===== src/rtl/nes_joypad_pkg.sv =====
// Shared definitions for the NES controller-port emulation.
// Button bit positions follow the order in which a real pad shifts them out.
package nes_joypad_pkg;

    localparam int BTN_A      = 0;
    localparam int BTN_B      = 1;
    localparam int BTN_SELECT = 2;
    localparam int BTN_START  = 3;
    localparam int BTN_UP     = 4;
    localparam int BTN_DOWN   = 5;
    localparam int BTN_LEFT   = 6;
    localparam int BTN_RIGHT  = 7;
    localparam int BTN_COUNT  = 8;

    // Onboard button vector layout: {start, A}
    localparam int BOARD_A     = 0;
    localparam int BOARD_START = 1;

    // 10 Hz turbo toggle at the 21.428571 MHz NES system clock
    localparam int C_TURBO_DIV_DEFAULT = 2142857;

    typedef logic [BTN_COUNT-1:0] btn_vec_t;

    // Place the two onboard buttons at their pad bit positions
    function automatic btn_vec_t board_to_pad(input logic [1:0] board);
        btn_vec_t v;
        v            = '0;
        v[BTN_A]     = board[BOARD_A];
        v[BTN_START] = board[BOARD_START];
        return v;
    endfunction

endpackage


===== src/rtl/joypad_shifter.sv =====
// One emulated 4021 shift register: parallel load while strobe is high,
// shift one bit per falling edge of the read clock, count reads up to 8.
module joypad_shifter
    import nes_joypad_pkg::*;
#(
    parameter logic C_FILL = 1'b1
)(
    input  logic       clock,
    input  logic       R_reset,
    input  logic       i_strobe,
    input  logic       i_joy_clock,
    input  btn_vec_t   i_load,
    output logic       o_data,
    output logic [3:0] o_count
);

    localparam logic [3:0] MAX_READS = 4'd8;

    btn_vec_t   r_shift;
    logic       r_last_clk;
    logic [3:0] r_count;
    logic       w_fall;

    assign w_fall = r_last_clk & ~i_joy_clock;

    // Remember the previous read-clock level so a high-to-low step can be seen
    always_ff @(posedge clock) begin
        if (R_reset) begin
            r_last_clk <= 1'b0;
        end else begin
            r_last_clk <= i_joy_clock;
        end
    end

    // Strobe reloads and clears the count; otherwise a falling edge shifts in the fill bit
    always_ff @(posedge clock) begin
        if (R_reset) begin
            r_shift <= '0;
            r_count <= '0;
        end else if (i_strobe) begin
            r_shift <= i_load;
            r_count <= '0;
        end else if (w_fall) begin
            r_shift <= {C_FILL, r_shift[BTN_COUNT-1:1]};
            if (r_count != MAX_READS) begin
                r_count <= r_count + 4'd1;
            end
        end
    end

    assign o_data  = r_shift[0];
    assign o_count = r_count;

endmodule


===== src/rtl/nes_joypad_port.sv =====
// Controller-port front end: synchronises the USB and onboard button vectors,
// merges them into player 1, optionally adds turbo, and feeds one shifter per pad.
// Optional: define JOYPAD_TURBO_EN to build the turbo auto-fire counter.
module nes_joypad_port
    import nes_joypad_pkg::*;
#(
    parameter int   C_PLAYERS   = 1,
    parameter int   C_TURBO_DIV = C_TURBO_DIV_DEFAULT,
    parameter logic C_FILL      = 1'b1
)(
    input  logic       clock,
    input  logic       R_reset,
    input  logic [7:0] i_usb_btn_p1,
    input  logic [7:0] i_usb_btn_p2,
    input  logic [1:0] i_board_btn,
    input  logic [1:0] i_turbo_p1,
    input  logic       i_joy_strobe,
    input  logic [1:0] i_joy_clock,
    output logic [1:0] o_joy_data,
    output logic [3:0] o_reads_p1
);

    btn_vec_t   r_p1_sync1;
    btn_vec_t   r_p1_sync2;
    btn_vec_t   r_p1_prev;
    btn_vec_t   r_p1_stable;
    logic [1:0] r_board_sync1;
    logic [1:0] r_board_sync2;
    logic [1:0] r_board_prev;
    logic [1:0] r_board_stable;
    btn_vec_t   w_turbo_terms;
    btn_vec_t   w_merged_p1;
    logic       w_data_p1;
    logic       w_data_p2;

    // Player-1 sources: two-flop sync, then accept only a vector seen twice in a row
    always_ff @(posedge clock) begin
        if (R_reset) begin
            r_p1_sync1     <= '0;
            r_p1_sync2     <= '0;
            r_p1_prev      <= '0;
            r_p1_stable    <= '0;
            r_board_sync1  <= '0;
            r_board_sync2  <= '0;
            r_board_prev   <= '0;
            r_board_stable <= '0;
        end else begin
            r_p1_sync1    <= i_usb_btn_p1;
            r_p1_sync2    <= r_p1_sync1;
            r_p1_prev     <= r_p1_sync2;
            r_board_sync1 <= i_board_btn;
            r_board_sync2 <= r_board_sync1;
            r_board_prev  <= r_board_sync2;
            if (r_p1_sync2 == r_p1_prev) begin
                r_p1_stable <= r_p1_sync2;
            end
            if (r_board_sync2 == r_board_prev) begin
                r_board_stable <= r_board_sync2;
            end
        end
    end

`ifdef JOYPAD_TURBO_EN
    localparam int TURBO_W = $clog2(C_TURBO_DIV + 1);

    logic [1:0]         r_turbo_sync1;
    logic [1:0]         r_turbo_sync2;
    logic [1:0]         r_turbo_prev;
    logic [1:0]         r_turbo_stable;
    logic [TURBO_W-1:0] r_turbo_cnt;
    logic               r_turbo_phase;

    // Turbo request crosses domains the same way as the button vectors
    always_ff @(posedge clock) begin
        if (R_reset) begin
            r_turbo_sync1  <= '0;
            r_turbo_sync2  <= '0;
            r_turbo_prev   <= '0;
            r_turbo_stable <= '0;
        end else begin
            r_turbo_sync1 <= i_turbo_p1;
            r_turbo_sync2 <= r_turbo_sync1;
            r_turbo_prev  <= r_turbo_sync2;
            if (r_turbo_sync2 == r_turbo_prev) begin
                r_turbo_stable <= r_turbo_sync2;
            end
        end
    end

    // Free-running divider that flips the auto-fire phase every C_TURBO_DIV cycles
    always_ff @(posedge clock) begin
        if (R_reset) begin
            r_turbo_cnt   <= '0;
            r_turbo_phase <= 1'b0;
        end else if (r_turbo_cnt == TURBO_W'(C_TURBO_DIV - 1)) begin
            r_turbo_cnt   <= '0;
            r_turbo_phase <= ~r_turbo_phase;
        end else begin
            r_turbo_cnt <= r_turbo_cnt + 1'b1;
        end
    end

    // Gate the requested turbo buttons with the current phase
    always_comb begin
        w_turbo_terms        = '0;
        w_turbo_terms[BTN_A] = r_turbo_stable[0] & r_turbo_phase;
        w_turbo_terms[BTN_B] = r_turbo_stable[1] & r_turbo_phase;
    end
`else
    logic w_unused_turbo;

    assign w_unused_turbo = ^i_turbo_p1;
    assign w_turbo_terms  = '0;
`endif

    assign w_merged_p1 = r_p1_stable | board_to_pad(r_board_stable) | w_turbo_terms;

    joypad_shifter #(
        .C_FILL (C_FILL)
    ) u_shifter_p1 (
        .clock       (clock),
        .R_reset     (R_reset),
        .i_strobe    (i_joy_strobe),
        .i_joy_clock (i_joy_clock[0]),
        .i_load      (w_merged_p1),
        .o_data      (w_data_p1),
        .o_count     (o_reads_p1)
    );

    generate
        if (C_PLAYERS >= 2) begin : g_player2
            btn_vec_t   r_p2_sync1;
            btn_vec_t   r_p2_sync2;
            btn_vec_t   r_p2_prev;
            btn_vec_t   r_p2_stable;
            logic [3:0] w_unused_reads_p2;

            // Player-2 USB vector: same sync-and-stability filter as player 1
            always_ff @(posedge clock) begin
                if (R_reset) begin
                    r_p2_sync1  <= '0;
                    r_p2_sync2  <= '0;
                    r_p2_prev   <= '0;
                    r_p2_stable <= '0;
                end else begin
                    r_p2_sync1 <= i_usb_btn_p2;
                    r_p2_sync2 <= r_p2_sync1;
                    r_p2_prev  <= r_p2_sync2;
                    if (r_p2_sync2 == r_p2_prev) begin
                        r_p2_stable <= r_p2_sync2;
                    end
                end
            end

            joypad_shifter #(
                .C_FILL (C_FILL)
            ) u_shifter_p2 (
                .clock       (clock),
                .R_reset     (R_reset),
                .i_strobe    (i_joy_strobe),
                .i_joy_clock (i_joy_clock[1]),
                .i_load      (r_p2_stable),
                .o_data      (w_data_p2),
                .o_count     (w_unused_reads_p2)
            );
        end else begin : g_no_player2
            logic w_unused_p2;

            assign w_unused_p2 = ^{i_usb_btn_p2, i_joy_clock[1]};
            assign w_data_p2   = 1'b0;
        end
    endgenerate

    assign o_joy_data = {w_data_p2, w_data_p1};

endmodule


===== config.mk =====
export PLATFORM = sky130hd
export DESIGN_NAME = nes_joypad_port
export DESIGN_NICKNAME = d
export VERILOG_FILES = /design/src/rtl/nes_joypad_pkg.sv /design/src/rtl/joypad_shifter.sv /design/src/rtl/nes_joypad_port.sv
export SDC_FILE = /design/constraint.sdc
export NUM_CORES = 1
export LEC_CHECK = 0
export CORE_MARGIN = 2
export CORE_UTILIZATION = 40
export DETAILED_ROUTE_END_ITERATION = 8
export MAX_ROUTING_LAYER = met4
export PLACE_DENSITY = 0.74
export SKIP_CTS_REPAIR_TIMING = 1
export SYNTH_ARGS = -nofsm -noshare
export SYNTH_HDL_FRONTEND = slang
export SYNTH_SLANG_ARGS = --single-unit

===== constraint.sdc =====
create_clock -name clock -period 1.71 [get_ports clock]
set_input_delay 0.171 -clock clock [delete_from_list [all_inputs] [get_ports clock]]
set_output_delay 0.171 -clock clock [all_outputs]
set_load 0.005 [all_outputs]

### Yosys cells after proc, flatten, opt, wreduce, memory -nomap -nowiden

Index checks and enable logic that the tools add are counted.

* flip-flop bits (word level): 53
* output and inout bits: 6

* $add $sub $neg: 1
* equality and inequality tests: 3
* multiplexer cells: 2
* bitwise operators: 3
* reduce and logical (&&, ||, !) cells: 3

Operators by type and width (count)
* 8-bit two-way mux: 2
* 8-bit == test: 1
* 8-bit by 4-bit OR with 8-bit output: 1
* 4-bit by 1-bit adder with 4-bit output, second input constant: 1
* 4-bit != test, second input constant: 1
* 2-bit == test: 1
* 2-bit AND reduction: 1
* 2-bit nonzero test: 1
* 2-bit OR reduction: 1
* 1-bit bitwise AND: 1
* 1-bit NOT: 1

### Longest topological paths before layout

* depth in word-level cells: 4
* depth in mapped cells: 6

### Hierarchy

A second synthesis with hierarchy kept.

* cells, all modules: 187
* area total of the unflattened synthesis: 1975.6 µm²

By module, submodules not included
* nes_joypad_port: instances 1, cells each 116, area an instance 1328.8 µm², sequential area each 800.8 µm²
* joypad_shifter: instances 1, cells each 71, area an instance 646.9 µm², sequential area each 260.2 µm²

### Least setup slack after synthesis

Ideal clock, no wire load.

* kind: register to register
* start: register u_shifter_p1.r_last_clk
* end: register u_shifter_p1.r_shift[2]
* arrival time: 1.213 ns
* data required time: 1.582 ns
* path slack: 0.369 ns
* stages on the path, launching flop included: 6
* path buffers: 1
* period minus slack after synthesis: 1.341 ns
* cell sequence: dfxtp_1 > nor2b_1 > buf_2 > mux2_2 > mux2i_1 > nor2_1

* cells in the longest elaborated chain, start to end: 2

Ends and longest elaborated chain
* start, declared: RTL line joypad_shifter.sv:20 `logic r_last_clk;`
* start signal, assigned: RTL line joypad_shifter.sv:31 `r_last_clk <= i_joy_clock;`
* 1-bit bitwise AND: RTL line joypad_shifter.sv:24 `assign w_fall = r_last_clk & ~i_joy_clock;`
* 2-bit nonzero test (no source line)
* end signal, assigned: RTL line joypad_shifter.sv:41 `r_shift <= i_load;`
* end signal, assigned: RTL line joypad_shifter.sv:44 `r_shift <= {C_FILL, r_shift[BTN_COUNT-1:1]};`
* end, declared: RTL line joypad_shifter.sv:19 `btn_vec_t r_shift;`

No other way between the ends.
A chain may end at the register's enable or synchronous reset.

### Final worst setup path

* start: register r_p1_sync2[5]
* end: register r_p1_stable[3]

* cells in the longest elaborated chain, start to end: 1

Ends and longest elaborated chain
* start, declared: RTL line nes_joypad_port.sv:24 `btn_vec_t r_p1_sync2;`
* start signal, assigned: RTL line nes_joypad_port.sv:49 `r_p1_sync2 <= r_p1_sync1;`
* 8-bit == test: RTL line nes_joypad_port.sv:54 `if (r_p1_sync2 == r_p1_prev) begin`
* end signal, assigned: RTL line nes_joypad_port.sv:55 `r_p1_stable <= r_p1_sync2;`
* end, declared: RTL line nes_joypad_port.sv:26 `btn_vec_t r_p1_stable;`

No other way between the ends.

==> flow_summary.json <==
{
  "io_pins": 31,
  "start_util_pct": 40.86,
  "dpl.hpwl_um": 1665,
  "grt_pass1_vias": 1110,
  "wire_per_inst_um": 10.23,
  "dr.pass1.iters": 3,
  "diodes": 0,
  "postSynthAreaPerCell_sq_um": 10.94,
  "rows": 25,
  "via_per_inst": 4.496,
  "syn_inst": 174,
  "fin_tns_setup_ps": 0,
  "seq_area_frac_synth_pct": 55.72,
  "p_sw_mw": 0.4659,
  "worst_pin_slew_ps": 512.8,
  "min_path_type": "in -> reg",
  "drv_slew": 0,
  "dieArea_sq_um": 5329,
  "gr-total-overflow": 0,
  "synthArstFlopShare_pct": 0,
  "vias": 1115,
  "cts_tree": "yes",
  "slew-limit-headroom_pct": 65.71,
  "ys_top_cells_by_count": "53 x dfxtp_1, 43 x nor2b_1, 13 x mux2_2",
  "status": "finished clean",
  "worstPathMaxFanout": 8,
  "post-route-period-util_pct": 88.98,
  "antenna_found_initial": 0,
  "worstPathRequired_ps": 1900,
  "numCtsBuffers": 5,
  "setup_viol": 0,
  "ys_seq_elements": 53,
  "track_usage_pct": 12.12,
  "pwr-share-seq_pct": 60.9,
  "final_layout_size_suffix_gt1_share_pct": 12.37,
  "yosysMostFrequentCell": "dfxtp_1",
  "syn-cell-area_sq_um": 1904,
  "ys_warn_count": 0,
  "place.gp.congestion": 0.7280,
  "maxCapViolations": 0,
  "route.detailed.drc": 0,
  "fmax_mhz": 657.2,
  "grt_max_degree": 54,
  "dp_cells": 240,
  "antenna_left": 0,
  "grt_pass1_wl_um": 4767,
  "final.fill_count": 443,
  "wirelength_um": 2538,
  "instances_no_fill": 248,
  "worst_ir_drop_vdd_uv": 439.5,
  "p_per_area_nw_per_um2": 948.3,
  "p_leak_nw": 0.9276,
  "area_delta_synth_final_pct": 17.35,
  "drt-initial-drc-count": 39,
  "synth_area_leaders": "dfxtp_1 56%, nor2b_1 14%, mux2_2 7.7%",
  "period_needed_ps": 1522,
  "cts.sinks": 53,
  "die_w_um": 73,
  "netlist.top_cell.by_area": "dfxtp_1",
  "path_clk_slew_ps": 90,
  "grt_setup_unrepaired": "false",
  "nNetsFinal": 220,
  "clk_latency_ps": 300,
  "p_comb_share_pct": 7.4,
  "startpoint_type": "flip-flop",
  "root_buffer": "clkbuf_8",
  "finalHoldViolCount": 0,
  "clock-skew-final_ps": 7.010,
  "end_kind": "flip-flop",
  "p_int_mw": 1.653,
  "p_clk_share_pct": 31.7,
  "path_class": "reg -> reg",
  "synth-edff-count": 0,
  "htree_levels": 2,
  "ys_types": 23,
  "portBuffers": 18,
  "swShare_pct": 21.99,
  "synth_top_area_share_pct": 55.72,
  "synth_ff_type": "dfxtp_1",
  "clk_path_buf_depth": 2,
  "core_sq_um": 4661,
  "synthesis.nets": 201,
  "die_h_um": 73,
  "critPathArrivalTime_ps": 1720
}
==> sequential cells by signal, indices dropped and copies added, names as in the netlist, 4 cells and up <==
signal / flops
r_p1_stable: 8
r_p1_sync1: 8
u_shifter_p1.r_shift: 8
r_p1_prev: 8
r_p1_sync2: 8
u_shifter_p1.o_count: 4
==> worst max-delay path, cell delays in order, from the launching register on <==
cell	delay [ps]
dfxtp_1	320
xor2_1	150
nor4_1	400
nand2_2	230
mux2_2	320
==> per-layer routing <==
layer	GRT usage [%]	vias to the layer above	share of wire (%)
li1	-	600	-
met1	14.34	490	49
met2	17.82	21	44
met3	4.696	4	4.5
met4	6.173	0	1.9
met5	-	-	0
==> through the flow <==
step	worst slack [ps]	hold WS (ps)	total power [mW]	util (%)	area, sq um
5_1_grt	25.12	401.9	2.244	47.95	2235
4_1_cts	189.4	404.5	2.151	47.89	2232
3_3_place_gp	168.8	416.9	1.473	46.01	2145
3_5_place_dp	154.7	420.4	1.477	46.01	2145
6_report	188.5	413.5	2.119	47.95	2235
2_1_floorplan	368.9	251.9	1.419	-	1904
==> kinds of logic after synthesis <==
family / count (synthesis) / share of synthesized area [%]
AOI/OAI and AO/OA: 8 / 3.153
xor gates and xnor gates: 13 / 5.979
adders and majority gates: 2 / 1.314
buffers and inverters: 11 / 2.628
DFF: 53 / 55.72
muxes: 19 / 10.84
other: 1 / 0.1969
and+or+nand+nor: 67 / 20.17
==> cell usage in the layout (no fill, tap or decap), types with 2 or more instances in the layout <==
| cell type | count |
|---|---|
| a22oi_1 | 2 |
| clkdlybuf4s50_1 | 18 |
| nor4_1 | 2 |
| mux2i_1 | 6 |
| clkbuf_8 | 5 |
| nor2_1 | 9 |
| nand2b_1 | 2 |
| a211oi_1 | 4 |
| nor2b_1 | 43 |
| mux2_2 | 13 |
| xnor2_1 | 3 |
| nor3_1 | 6 |
| buf_4 | 2 |
| ha_1 | 2 |
| a21o_1 | 2 |
| inv_1 | 2 |
| dfxtp_1 | 53 |
| xor2_1 | 10 |
| clkinvlp_4 | 2 |
==> area by class of cell <==
type                            instances  area [sq um]  area share [%]
Inverter                                2         7.507          0.3359
Sequential cell                        53          1061           47.48
Timing Repair Buffer                   21         215.2           9.630
Tap cell                               54         67.56           3.024
Multi-Input combinational cell        110         795.8           35.61
Clock inverter                          2         15.01          0.6719
Clock buffer                            6         72.57           3.247
==> final timing paths <==
path | startpoint | endpoint | slack (ps) | cells past startpoint
max | r_p1_sync2[5] | r_p1_stable[3] | 190 | 4
min | i_usb_btn_p1[0] | r_p1_sync1[0] | 410 | 2
max reg2reg | r_p1_sync2[5] | r_p1_stable[3] | 190 | 4
min reg2reg | r_p1_sync1[7] | r_p1_sync2[7] | 440 | 1
==> power groups by stage <==
stage	Combinational, mW	Clock (mW)	Sequential (mW)
floorplan	0.103	0	1.32
global placement	0.154	0	1.32
detailed placement	0.156	0	1.32
CTS	0.157	0.703	1.29
global route	0.176	0.770	1.30
finish	0.156	0.672	1.29
Power figures use the tool's default switching activity.
